<file path="src/rtl/rv32i_pkg.sv">
// Shared rv32i types: ALU/branch/memory op encodings, LSU exceptions,
// and the byte-lane helpers used by the load/store unit.
package rv32i_pkg;

  typedef enum logic [3:0] {
    ALU_ADD, ALU_SUB, ALU_AND, ALU_OR, ALU_XOR,
    ALU_SLL, ALU_SRL, ALU_SRA, ALU_SLT, ALU_SLTU
  } alu_op_e;

  typedef enum logic [2:0] {
    BR_NONE, BR_EQ, BR_NE, BR_LT, BR_GE, BR_LTU, BR_GEU, BR_JMP
  } branch_type_e;

  typedef enum logic [3:0] {
    MEM_LB, MEM_LH, MEM_LW, MEM_LBU, MEM_LHU, MEM_SB, MEM_SH, MEM_SW
  } mem_op_e;

  typedef enum logic [1:0] {
    EXC_NONE, EXC_LD_MISALIGN, EXC_ST_MISALIGN, EXC_BUS_ERR
  } exc_e;

  function automatic logic is_store(input mem_op_e op);
    return (op == MEM_SB) || (op == MEM_SH) || (op == MEM_SW);
  endfunction

  // 0 = byte, 1 = halfword, 2 = word
  function automatic logic [1:0] op_size(input mem_op_e op);
    case (op)
      MEM_LB, MEM_LBU, MEM_SB: return 2'd0;
      MEM_LH, MEM_LHU, MEM_SH: return 2'd1;
      default:                 return 2'd2;
    endcase
  endfunction

  function automatic logic misaligned(input mem_op_e op, input logic [1:0] off);
    return ((op_size(op) == 2'd1) && off[0]) || ((op_size(op) == 2'd2) && (off != 2'b00));
  endfunction

  function automatic logic [3:0] lane_be(input mem_op_e op, input logic [1:0] off);
    case (op_size(op))
      2'd0:    return 4'b0001 << off;
      2'd1:    return 4'b0011 << off;
      default: return 4'b1111;
    endcase
  endfunction

  function automatic logic [31:0] lane_wdata(input mem_op_e op, input logic [31:0] wdata);
    case (op_size(op))
      2'd0:    return {4{wdata[7:0]}};
      2'd1:    return {2{wdata[15:0]}};
      default: return wdata;
    endcase
  endfunction

  function automatic logic [31:0] load_extract(input mem_op_e op, input logic [1:0] off,
                                               input logic [31:0] rdata);
    logic [7:0]  b;
    logic [15:0] h;
    b = rdata[{off, 3'b000} +: 8];
    h = rdata[{off[1], 4'b0000} +: 16];
    case (op)
      MEM_LB:  return {{24{b[7]}}, b};
      MEM_LBU: return {24'h0, b};
      MEM_LH:  return {{16{h[15]}}, h};
      MEM_LHU: return {16'h0, h};
      default: return rdata;
    endcase
  endfunction

endpackage

</file>
<file path="src/rtl/rv32i_lsu_align.sv">
// Combinational lane steering for outgoing requests and extraction of
// returned load data.
module rv32i_lsu_align
  import rv32i_pkg::*;
(
  input  mem_op_e     req_op,
  input  logic [1:0]  req_off,
  input  logic [31:0] req_wdata,
  input  mem_op_e     rsp_op,
  input  logic [1:0]  rsp_off,
  input  logic [31:0] rsp_rdata,
  output logic [3:0]  be,
  output logic [31:0] wdata,
  output logic        misalign,
  output logic [31:0] ldata
);

  assign be       = lane_be(req_op, req_off);
  assign wdata    = lane_wdata(req_op, req_wdata);
  assign misalign = misaligned(req_op, req_off);
  assign ldata    = load_extract(rsp_op, rsp_off, rsp_rdata);

endmodule

</file>
<file path="src/rtl/rv32i_lsu.sv">
// rv32i load/store unit: one data-bus transaction per accepted op, with a
// bus-error timeout. All outputs are registered.
module rv32i_lsu
  import rv32i_pkg::*;
#(
  parameter int unsigned TIMEOUT = 255
) (
  input  logic        clk,
  input  logic        rst_n,
  input  logic        in_valid,
  output logic        in_ready,
  input  mem_op_e     in_op,
  input  logic [31:0] in_addr,
  input  logic [31:0] in_wdata,
  input  logic [4:0]  in_rd,
  output logic        mem_req,
  output logic        mem_we,
  output logic [31:0] mem_addr,
  output logic [3:0]  mem_be,
  output logic [31:0] mem_wdata,
  input  logic        mem_gnt,
  input  logic        mem_rvalid,
  input  logic [31:0] mem_rdata,
  output logic        out_valid,
  output logic [4:0]  out_rd,
  output logic [31:0] out_rdata,
  output exc_e        out_exc
);

  typedef enum logic [1:0] {IDLE, WAIT_GNT, WAIT_RSP, DONE} state_e;

  state_e      state;
  mem_op_e     op_q;
  logic [1:0]  off_q;
  logic [4:0]  rd_q;
  logic [15:0] cnt;
  logic [3:0]  be_c;
  logic [31:0] wdata_c;
  logic [31:0] ldata_c;
  logic        misalign_c;
  logic [16:0] cnt_inc;
  logic        timeout_hit;

  // The cycle being counted now is the TIMEOUT-th one spent waiting.
  assign cnt_inc     = {1'b0, cnt} + 17'd1;
  assign timeout_hit = (cnt_inc >= 17'(TIMEOUT));

  rv32i_lsu_align u_align (
    .req_op    (in_op),
    .req_off   (in_addr[1:0]),
    .req_wdata (in_wdata),
    .rsp_op    (op_q),
    .rsp_off   (off_q),
    .rsp_rdata (mem_rdata),
    .be        (be_c),
    .wdata     (wdata_c),
    .misalign  (misalign_c),
    .ldata     (ldata_c)
  );

  always_ff @(posedge clk or negedge rst_n) begin
    if (!rst_n) begin
      state     <= IDLE;
      in_ready  <= 1'b0;
      op_q      <= MEM_LB;
      off_q     <= 2'b00;
      rd_q      <= 5'd0;
      cnt       <= 16'd0;
      mem_req   <= 1'b0;
      mem_we    <= 1'b0;
      mem_addr  <= 32'h0;
      mem_be    <= 4'h0;
      mem_wdata <= 32'h0;
      out_valid <= 1'b0;
      out_rd    <= 5'd0;
      out_rdata <= 32'h0;
      out_exc   <= EXC_NONE;
    end else begin
      out_valid <= 1'b0;
      case (state)
        IDLE: begin
          if (in_ready && in_valid) begin
            in_ready <= 1'b0;
            op_q     <= in_op;
            off_q    <= in_addr[1:0];
            rd_q     <= in_rd;
            cnt      <= 16'd0;
            if (misalign_c) begin
              state     <= DONE;
              out_valid <= 1'b1;
              out_rd    <= is_store(in_op) ? 5'd0 : in_rd;
              out_rdata <= 32'h0;
              out_exc   <= is_store(in_op) ? EXC_ST_MISALIGN : EXC_LD_MISALIGN;
            end else begin
              state     <= WAIT_GNT;
              mem_req   <= 1'b1;
              mem_we    <= is_store(in_op);
              mem_addr  <= {in_addr[31:2], 2'b00};
              mem_be    <= be_c;
              mem_wdata <= wdata_c;
            end
          end else begin
            in_ready <= 1'b1;
          end
        end
        WAIT_GNT: begin
          cnt <= cnt_inc[15:0];
          if (mem_gnt) begin
            mem_req <= 1'b0;
            state   <= WAIT_RSP;
          end else if (timeout_hit) begin
            mem_req   <= 1'b0;
            state     <= DONE;
            out_valid <= 1'b1;
            out_rd    <= is_store(op_q) ? 5'd0 : rd_q;
            out_rdata <= 32'h0;
            out_exc   <= EXC_BUS_ERR;
          end
        end
        WAIT_RSP: begin
          cnt <= cnt_inc[15:0];
          if (mem_rvalid) begin
            state     <= DONE;
            out_valid <= 1'b1;
            out_rd    <= is_store(op_q) ? 5'd0 : rd_q;
            out_rdata <= is_store(op_q) ? 32'h0 : ldata_c;
            out_exc   <= EXC_NONE;
          end else if (timeout_hit) begin
            state     <= DONE;
            out_valid <= 1'b1;
            out_rd    <= is_store(op_q) ? 5'd0 : rd_q;
            out_rdata <= 32'h0;
            out_exc   <= EXC_BUS_ERR;
          end
        end
        default: begin
          state    <= IDLE;
          in_ready <= 1'b1;
        end
      endcase
    end
  end

endmodule
</file>
<file path="config.mk">
export PLATFORM = sky130hd
export DESIGN_NAME = rv32i_lsu
export DESIGN_NICKNAME = d
export VERILOG_FILES = /design/src/rtl/rv32i_pkg.sv /design/src/rtl/rv32i_lsu_align.sv /design/src/rtl/rv32i_lsu.sv
export SDC_FILE = /design/constraint.sdc
export NUM_CORES = 1
export LEC_CHECK = 0
export BUFFER_PORTS_ARGS = -buffer_cell sky130_fd_sc_hd__buf_2
export CORE_AREA = 2 2 138 100
export CTS_BUF_LIST = sky130_fd_sc_hd__clkbuf_8 sky130_fd_sc_hd__clkbuf_16
export DETAILED_ROUTE_END_ITERATION = 8
export DIE_AREA = 0 0 140 102
export MAX_ROUTING_LAYER = met4
export PLACE_DENSITY = 0.95
export SKIP_LAST_GASP = 1
export SLEW_MARGIN = 20
export SYNTH_ARGS = -nofsm -noshare
export SYNTH_HDL_FRONTEND = slang
export SYNTH_SLANG_ARGS = --single-unit
</file>
<file path="constraint.sdc">
create_clock -name clk -period 4.3 [get_ports clk]
set_input_delay 0.43 -clock clk [delete_from_list [all_inputs] [get_ports clk]]
set_output_delay 0.43 -clock clk [all_outputs]
set_load 0.05 [all_outputs]
</file>
; Word-level counts from Yosys, hierarchy flattened
; Index checks and enable logic that the tools add are counted.
[totals]
register_bits = 138
out_inout_bits = 111
n_memories = 0
ram_bits = 0
latch_bits = 0
rom_bits = 0
input_bits = 110
word_cells = 114
[op_classes]
shifts = 4
n_mux = 47
bitwise = 1
n_addsub = 1
reduce_logical = 24
multipliers = 0
order_cmp = 1
eq_ne = 21
div = 0
[op_table]
columns = op, n
row1 = 2-to-1 mux 32 bit, 6
row2 = case mux 32 bit (4 select lines), 1
row3 = case mux 32 bit (3 select lines), 1
row4 = case mux 32 bit (2 select lines), 1
row5 = 2-to-1 mux 5 bit, 7
row6 = equality test 4 x 3 -> 1 bit (second input constant), 8
row7 = case mux 16 bit (2 select lines), 1
row8 = variable part select 32 x 6 -> 16 bit, 1
row9 = variable part select 32 x 6 -> 8 bit, 1
row10 = 2-to-1 mux 2 bit, 11
row11 = adder 16 x 1 -> 17 bit (second input constant), 1
row12 = greater-or-equal comparator 17 x 8 -> 1 bit (second input constant), 1
row13 = 2-to-1 mux 16 bit, 1
row14 = case mux 5 bit (3 select lines), 1
row15 = case mux 2 bit (3 select lines), 2
row16 = 2-to-1 mux 1 bit, 10
row17 = equality test 4 x 1 -> 1 bit (second input constant), 2
row18 = equality test 4 x 2 -> 1 bit (second input constant), 2
row19 = zero test 4 bit, 2
row20 = inequality test 2 bit (second input constant), 4
row21 = case mux 4 bit (2 select lines), 1
row22 = AND reduction 4 bit, 2
row23 = nonzero test 2 bit, 3
row24 = OR reduction 3 bit, 2
row25 = 16 further kinds, 27

; Longest topological paths before layout
; Gate-level depths: netlist of run 1.
[logic_depth]
depth_word = 9
mapped_depth = 10
depth_no_buf = 8

; Modules after synthesis
; Synthesis of run 1 repeated with hierarchy kept, for this count alone.
[hier_totals]
hier_cells = 745
area_unflattened_um2 = 7840.0
[modules_own_cells]
columns = module, cells_per_inst, seq_area_each_um2, area_per_inst_um2, instances
row1 = rv32i_lsu, 577, 3453.3, 6536.3, 1
row2 = rv32i_lsu_align, 168, 0.0, 1303.8, 1

; Worst setup path after synthesis of run 1
; OpenSTA, ideal clock, no wires.
[synth_timing]
path_kind = flip-flop to flip-flop
start = register cnt[1]
end = register out_rdata[22]
required_time_ns = 4.225
stages_incl_launch_ff = 9
arrival_ns = 2.280
path_buffers = 1
setup_ns = 0.075
slack_ns = 1.945
synth_period_minus_slack_ns = 2.355
path_cell_list = dfrtp_1 > ha_1 > nand3_1 > nor2_1 > o311ai_0 > nand4b_4 > o31ai_4 > buf_6 > o2bb2ai_2
[synth_via]
elab_chain_len = 5
elab_cells_between_ends = 6
classes_between = 1 x add/sub / 1 x order compare / 4 x mux
[synth_lines]
columns = element, line_no
row1 = start: declaration, rv32i_lsu.sv:36  ; logic [15:0] cnt;
row2 = start signal: assignment, rv32i_lsu.sv:107  ; cnt <= cnt_inc[15:0];
row3 = start signal: assignment, rv32i_lsu.sv:121  ; cnt <= cnt_inc[15:0];
row4 = adder 16 x 1 -> 17 bit *, rv32i_lsu.sv:45  ; assign cnt_inc = {1'b0, cnt} + 17'd1;
row5 = greater-or-equal comparator 17 x 8 -> 1 bit *, rv32i_lsu.sv:46  ; assign timeout_hit = (cnt_inc >= 17'(TIMEOUT));
row6 = 2-to-1 mux 32 bit *, --
row7 = 2-to-1 mux 32 bit (on tied branches), --
row8 = case mux 32 bit (3 select lines) *, --
row9 = end signal: assignment, rv32i_lsu.sv:126  ; out_rdata <= is_store(op_q) ? 32'h0 : ldata_c;
row10 = end: declaration, rv32i_lsu.sv:26  ; output logic [31:0] out_rdata,
; Every way passes the cells marked *; elsewhere a longest branch is shown, timed or not. The select of a mux whose other input is x is not followed.
; A chain may end at the register's enable or synchronous reset.

; Final worst setup path of run 1
[layout_timing]
start = register state[0]
end = register out_rdata[22]
[layout_via]
elab_chain_len = 3
elab_cells_between_ends = 9
classes_between = 5 x eq/ne / 1 x mux / 3 x reduce/logical
[layout_lines]
columns = element, line_no
row1 = start: declaration, rv32i_lsu.sv:32  ; state_e state;
row2 = start signal: assignment, rv32i_lsu.sv:63  ; state <= IDLE;
row3 = start signal: assignment, rv32i_lsu.sv:89  ; state <= DONE;
row4 = start signal: assignment, rv32i_lsu.sv:95  ; state <= WAIT_GNT;
row5 = "equality test 2 x 1 -> 1 bit, or another cell as far along", rv32i_lsu.sv:80  ; case (state)
row6 = inequality test 2 bit (no line) or nonzero test 3 bit (tied branches), --
row7 = AND reduction 4 bit (no line), --
; Several ways; a longest one is shown, not always the timed one.

==> reports/results.tsv, run 1 <==
stage	metric	value	unit
clocking	Hold-fix buffers, CTS	0	
setup_path	Buf/Inv on CP	2	
setup_path	critical path, cell by cell	inv_1 > ha_1 > inv_1 > a21oi_1 > and4_1 > nand2_1 > o2bb2ai_2	
setup_path	crit end category	flip-flop	
final_layout	layout cells sized above 1	34.34	%
grt	first-pass GRT wire length	32.08	mm
final_layout	diode count	0	
outcome	failing checks	DRC	
clocking	Worst-Skew Late Latency	430	ps
sta	Hold Worst Slack	112.0	ps
logic_synthesis	asr flop ratio synth	100.0	%
min_path	HP Class	in2async	
setup_path	CP max stage delay	550	ps
clocking	maximum root-to-sink buffer count	2	
final_layout	Fill cells	948	
setup_path	R2R setup slack	1040	ps
sta	Clock Skew	7.215	ps
grt	vias in the first global route	6386	
sta	# setup viols final	0	
place	Post-Place Cells	1063	
grt	largest net degree at the start of global routing	107	
sta	period utilization	75.88	%
sta	Final Hold Viols	0	
routing	vias per cell	5.966	
clocking	clk root buf	clkbuf_16	
setup_path	WP data required	4630	ps
clocking	CTS tree	done	
power_and_ir_drop	Power Density	917.9	mW/mm²
logic_synthesis	Synth Flop Type	dfrtp_1	
power_and_ir_drop	Tot Pwr	8162	µW
job	Max-Cap Viols	0	
sta	relative slew slack	34.72	%
sta	unrepaired setup endpoints after global routing	false	
clocking	H-Tree Depth	4	
clocking	clk sinks	138	
clocking	Num CTS Buffers	17	
setup_path	critical path class	reg2reg	
logic_synthesis	sequential share of the synthesized area	48.56	%
sta	setup TNS	0	ps
setup_path	CP Launch Point	state[0]	
setup_path	critical path arrival	3590	ps
setup_path	crit path capture	out_rdata[22]	
logic_synthesis	most area-hungry cell type in the Yosys netlist	dfrtp_1	
setup_path	most used cell, CP	inv_1	
routing	WL per Instance	18.26	µm
clocking	clock transition at the registers of the reported paths	60	ps
logic_synthesis	Syn. warnings	0	
routing	DRT iter0 DRCs	602	
die	Placement Rows	35	
final_layout	storage element area	0.003453	mm²
final_layout	area occupied by multi-input gates	0.003425	mm²
routing	routed vias	6533	
setup_path	startpoint types	flip-flop	
final_layout	Synth-to-Final Area Change	25.04	%
sta	Min Clock Period, post-route	3263	ps
die	Core Area	0.01292	mm²
power_and_ir_drop	Pleak	0.004344	µW
setup_path	Largest delay share family, worst path	simple AND/OR/NAND/NOR gates	
place	IO buf count	218	
logic_synthesis	top cell type's share of synthesized area	48.56	%
grt	initial antenna violation count	0	
place	Post-DP HPWL	14.21	mm
final_layout	commonest cells after routing, fill and taps aside	buf_2 (217), dfrtp_1 (138), nand2_1 (109)	
final_layout	most common cell after layout, fill and taps aside	buf_2	
clocking	post-cts resize count	0	
outcome	status	finished, violations left	
logic_synthesis	Post-Syn Area	0.007112	mm²
setup_path	path depth of the worst reg2reg path	7	
die	IO Count	221	
setup_path	critical path depth	7	
clocking	postcts setup bufs	0	
logic_synthesis	cells after synthesis	713	
die	Initial Util	55.05	%
routing	Residual DRC	6	
setup_path	worst r2r dst	out_rdata[22]	
final_layout	NumNets Final	1033	
die	die width	140	µm
routing	final WL	20.00	mm
sta	Least-Margin Pin Slew	979.2	ps
place	GPL Wtd Cong	0.9582	
logic_synthesis	post-synthesis register bit count	138	
logic_synthesis	syn_area_per_cell	9.975	µm²
sta	Max Clock Freq	306.5	MHz
logic_synthesis	number of synthesized flops with an enable pin	0	
logic_synthesis	post-synthesis cell type count	65	
final_layout	Util after Layout	68.83	%
grt	GRT Overall Usage	29.35	%
logic_synthesis	synth top area cells	dfrtp_1 (49%), mux2_2 (6.2%), o21ai_0 (5.9%)	
sta	Slew Limit Fails	0	
power_and_ir_drop	Worst VDD drop	0.6219	mV
setup_path	Crit Path Max Fanout	20	
die	Die H	102	µm
final_layout	fin cells	1095	
routing	router iterations before antenna repair	9	
grt	GR Overflow Total	0	
setup_path	Reg2Reg Launch Point	state[0]	
routing	post-route ant nets	0	
die	die area	0.01428	mm²
setup_path	Slowest cell on crit path	nand2_1	
## how the worst min path moves through the flow
stage | to | slack (ps)
2_1_floorplan | cnt[0] | 130
3_3_place_gp | mem_wdata[23] | 460
3_5_place_dp | mem_wdata[23] | 460
4_1_cts | state[0] | 170
5_1_grt | out_valid | 200
6_report | state[0] | 110
## per-layer routing
layer | share of wire [%] | vias to the layer above | global-route usage (%)
li1 | - | 2976 | -
met1 | 42 | 3138 | 38.33
met2 | 47 | 369 | 45.28
met3 | 8.3 | 50 | 6.514
met4 | 2.7 | 0 | 11.81
met5 | 0 | - | -
## power breakdown
part	internal, µW	switching, µW	leakage, µW
sequential	1860	408	0.00176
clock	884	610	0.000289
combinational	1170	3230	0.00230
total	3910	4250	0.00434
## per-stage QoR
stage / area, µm² / worst slack [ps]
finish: 8892 / 1037
global route: 8892 / 806.4
CTS: 8892 / 1088
detailed placement: 8292 / 1028
global placement: 8292 / 1288
floorplan: 7116 / 1945
## cell type report
cell class                 instances  share of cell area (%)
timing repair buffer             225                   12.93
sequential                       138                   38.83
clock inverter                    14                   1.815
clock buffer                      18                   4.939
inverter                          15                  0.6332
multi-input combinational        519                   38.51
tap                              166                   2.336
## Yosys cell counts, types with 15 or more instances
library cell / instances
dfrtp_1: 138
nand2_1: 109
o21ai_0: 84
nor2_1: 45
mux2_2: 39
clkbuf_1: 30
a21oi_1: 28
mux2i_1: 27
nand3_1: 21
inv_1: 15
o2bb2ai_1: 15
## sequential cells by signal, summed over array words and instances, names as in the netlist, 2 cells and up
name and flops:
mem_wdata 32, out_exc 2, out_rd 5, mem_be 4, out_rdata 32, off_q 2
state 2, cnt 16, mem_addr 30, op_q 4, rd_q 5
## kinds of logic (layout without fill, tap and decap cells)
group           after synthesis  count (layout)  synth area share, %
other cells                   1               2              0.05273
simple gates                221             221                14.51
mux                          67              67                10.29
fa+ha+maj                     7               7                1.231
buf+inv                      57             272                3.554
flops                       138             138                48.56
compound gates              215             215                20.94
xor+xnor                      7               7               0.8621
Power figures use the tool's default switching activity.
==> run 2, diff against run 1 <==
--- a/config.mk
+++ b/config.mk
@@ -6,12 +6,12 @@
 export NUM_CORES = 1
 export LEC_CHECK = 0
 export BUFFER_PORTS_ARGS = -buffer_cell sky130_fd_sc_hd__buf_2
-export CORE_AREA = 2 2 138 100
+export CORE_AREA = 2 2 143 103
 export CTS_BUF_LIST = sky130_fd_sc_hd__clkbuf_8 sky130_fd_sc_hd__clkbuf_16
 export DETAILED_ROUTE_END_ITERATION = 8
-export DIE_AREA = 0 0 140 102
+export DIE_AREA = 0 0 145 105
 export MAX_ROUTING_LAYER = met4
-export PLACE_DENSITY = 0.95
+export PLACE_DENSITY = 0.9
 export SKIP_LAST_GASP = 1
 export SLEW_MARGIN = 20
 export SYNTH_ARGS = -nofsm -noshare
==> constraint.sdc (replaced) <==
create_clock -name clk -period 3.05 [get_ports clk]
set_input_delay 0.305 -clock clk [delete_from_list [all_inputs] [get_ports clk]]
set_output_delay 0.305 -clock clk [all_outputs]
set_load 0.05 [all_outputs]
==> reports/results.tsv, run 2 (synthesis gave the netlist of run 1 again) <==
stage	metric	value	unit
sta	Min Clock Period, post-route	2824	ps
die	Die H	105	µm
grt	initial antenna violation count	0	
setup_path	WP data required	3360	ps
job	Max-Cap Viols	0	
sta	setup TNS	0	ps
die	Core Area	0.01374	mm²
final_layout	Largest regs	mem_wdata x32, out_rdata x32, mem_addr x30	
power_and_ir_drop	net switching power figure	5941	µW
sta	Clock Skew	6.584	ps
outcome	status	completed	
sta	unrepaired setup endpoints after global routing	false	
min_path	HP Class	in2reg	
place	IO buf count	218	
power_and_ir_drop	Tot Pwr	11680	µW
die	Placement Rows	36	
sta	Final Hold Viols	0	
die	Initial Util	51.77	%
setup_path	Crit Path Max Fanout	32	
sta	# setup viols final	0	
routing	DRT iter0 DRCs	509	
clocking	Num CTS Buffers	17	
power_and_ir_drop	Power Density	1287	mW/mm²
power_and_ir_drop	Comb pwr share	54.5	%
sta	relative slew slack	42.52	%
final_layout	diode count	0	
routing	Residual DRC	0	
die	die area	0.01523	mm²
clocking	clk sinks	138	
clocking	CTS tree	done	
power_and_ir_drop	sequential power share	27.2	%
setup_path	CP max stage delay	490	ps
routing	WL per Instance	17.68	µm
routing	vias per cell	5.733	
final_layout	Fill cells	1051	
setup_path	crit end category	flip-flop	
clocking	Worst-Skew Late Latency	420	ps
grt	vias in the first global route	6313	
routing	post-route ant nets	0	
power_and_ir_drop	Pleak	0.004432	µW
setup_path	startpoint types	flip-flop	
sta	Max Clock Freq	354.1	MHz
final_layout	most common cell after layout, fill and taps aside	buf_2	
power_and_ir_drop	Clock power frac	18.2	%
die	IO Count	221	
setup_path	critical path, cell by cell	ha_1 > nand3_1 > nor2_1 > nand2_1 > o311ai_1 > nand4b_4 > o31ai_4 > buf_12 > o2bb2ai_1	
die	die width	145	µm
place	GPL Wtd Cong	0.8902	
final_layout	NumNets Final	1045	
clocking	clk root buf	clkbuf_16	
setup_path	critical path arrival	3140	ps
final_layout	Util after Layout	66.03	%
clocking	clock transition at the registers of the reported paths	60	ps
setup_path	Slowest cell on crit path	dfrtp_1	
grt	largest net degree at the start of global routing	92	
power_and_ir_drop	Worst VDD drop	1.017	mV
grt	first-pass GRT wire length	32.02	mm
sta	Slew Limit Fails	0	
final_layout	Synth-to-Final Area Change	27.55	%
power_and_ir_drop	switch share	50.88	%
grt	GRT Overall Usage	27.13	%
clocking	maximum root-to-sink buffer count	2	
routing	router iterations before antenna repair	5	
routing	routed vias	6478	
final_layout	layout cells sized above 1	35.11	%
setup_path	Largest delay share family, worst path	simple AND/OR/NAND/NOR gates	
routing	final WL	19.98	mm
sta	period utilization	92.58	%
final_layout	commonest cells after routing, fill and taps aside	buf_2 (217), dfrtp_1 (138), nand2_1 (109)	
sta	Least-Margin Pin Slew	862.1	ps
power_and_ir_drop	Int Power	5735	µW
place	Post-DP HPWL	14.37	mm
grt	GR Overflow Total	0	
setup_path	critical path class	reg2reg	
clocking	H-Tree Depth	4	
setup_path	Buf/Inv on CP	1	
run 2: through the flow:
stage / area, µm² / cells / worst slack [ps] / hold slack [ps]
finish: 9071 / 1130 / 226.2 / 114.4
global route: 9071 / 1130 / 67.40 / 110.2
CTS: 9062 / 1130 / 170.2 / 104.8
detailed placement: 8446 / 1098 / 226.3 / 430.6
global placement: 8446 / 1098 / 397.4 / 428.5
floorplan: 7116 / 714 / 695.3 / 9.409
run 2: what timing repair did:
| item | CTS | global route |
|---|---|---|
| hold endpoints to repair | 10 | 0 |
| hold buffers | 1 | 0 |
| setup buffers | 0 | 0 |
| gates resized for setup | 0 | 2 |
| setup endpoints to repair | 0 | 3 |
run 2: worst reg2reg max path: stages, from the launching register on:
cell and delay (ps):
dfrtp_1 490, ha_1 320, nand3_1 210, nor2_1 350
nand2_1 100, o311ai_1 180, nand4b_4 320, o31ai_4 340
buf_12 240, o2bb2ai_1 190
run 2: routing by layer:
| layer | vias up | GRT usage (%) | wire length, µm |
|---|---|---|---|
| met5 | - | - | 0 |
| met4 | 0 | 9.901 | 467 |
| met3 | 52 | 6.507 | 1683 |
| met2 | 321 | 40.78 | 9188 |
| met1 | 3104 | 36.02 | 8636 |
| li1 | 3001 | - | - |
run 2: path summary, 6_finish.rpt:
kind                               start       endpoint  slack, ps  cells past startpoint
hold reg to reg            mem_wdata[27]  mem_wdata[27]        470                      2
setup reg to reg                  cnt[0]   out_rdata[6]        230                      9
setup / recovery                  cnt[0]   out_rdata[6]        230                      9
max in group asynchronous          rst_n  mem_wdata[23]       1760                      3
min in group asynchronous          rst_n         cnt[5]        500                      2
hold / removal               in_addr[22]   mem_addr[22]        110                      2
run 2: cell type report:
class	count	area, µm²	area share [%]
clock buffers	17	425.4	4.690
clock inverters	14	181.4	2.000
inverters	15	56.30	0.6207
multi-input cells	519	3437	37.89
flip-flops and latches	138	3453	38.07
well taps	190	237.7	2.621
repair buffers	237	1280	14.11
run 2: power by group through the flow:
stage	sequential (µW)	clock (µW)	combinational, µW
2_1_floorplan	5500	0	2380
3_3_place_gp	3150	0	6190
3_5_place_dp	3180	0	6310
4_1_cts	3170	2150	6340
5_1_grt	3290	2240	6750
6_report	3180	2130	6370
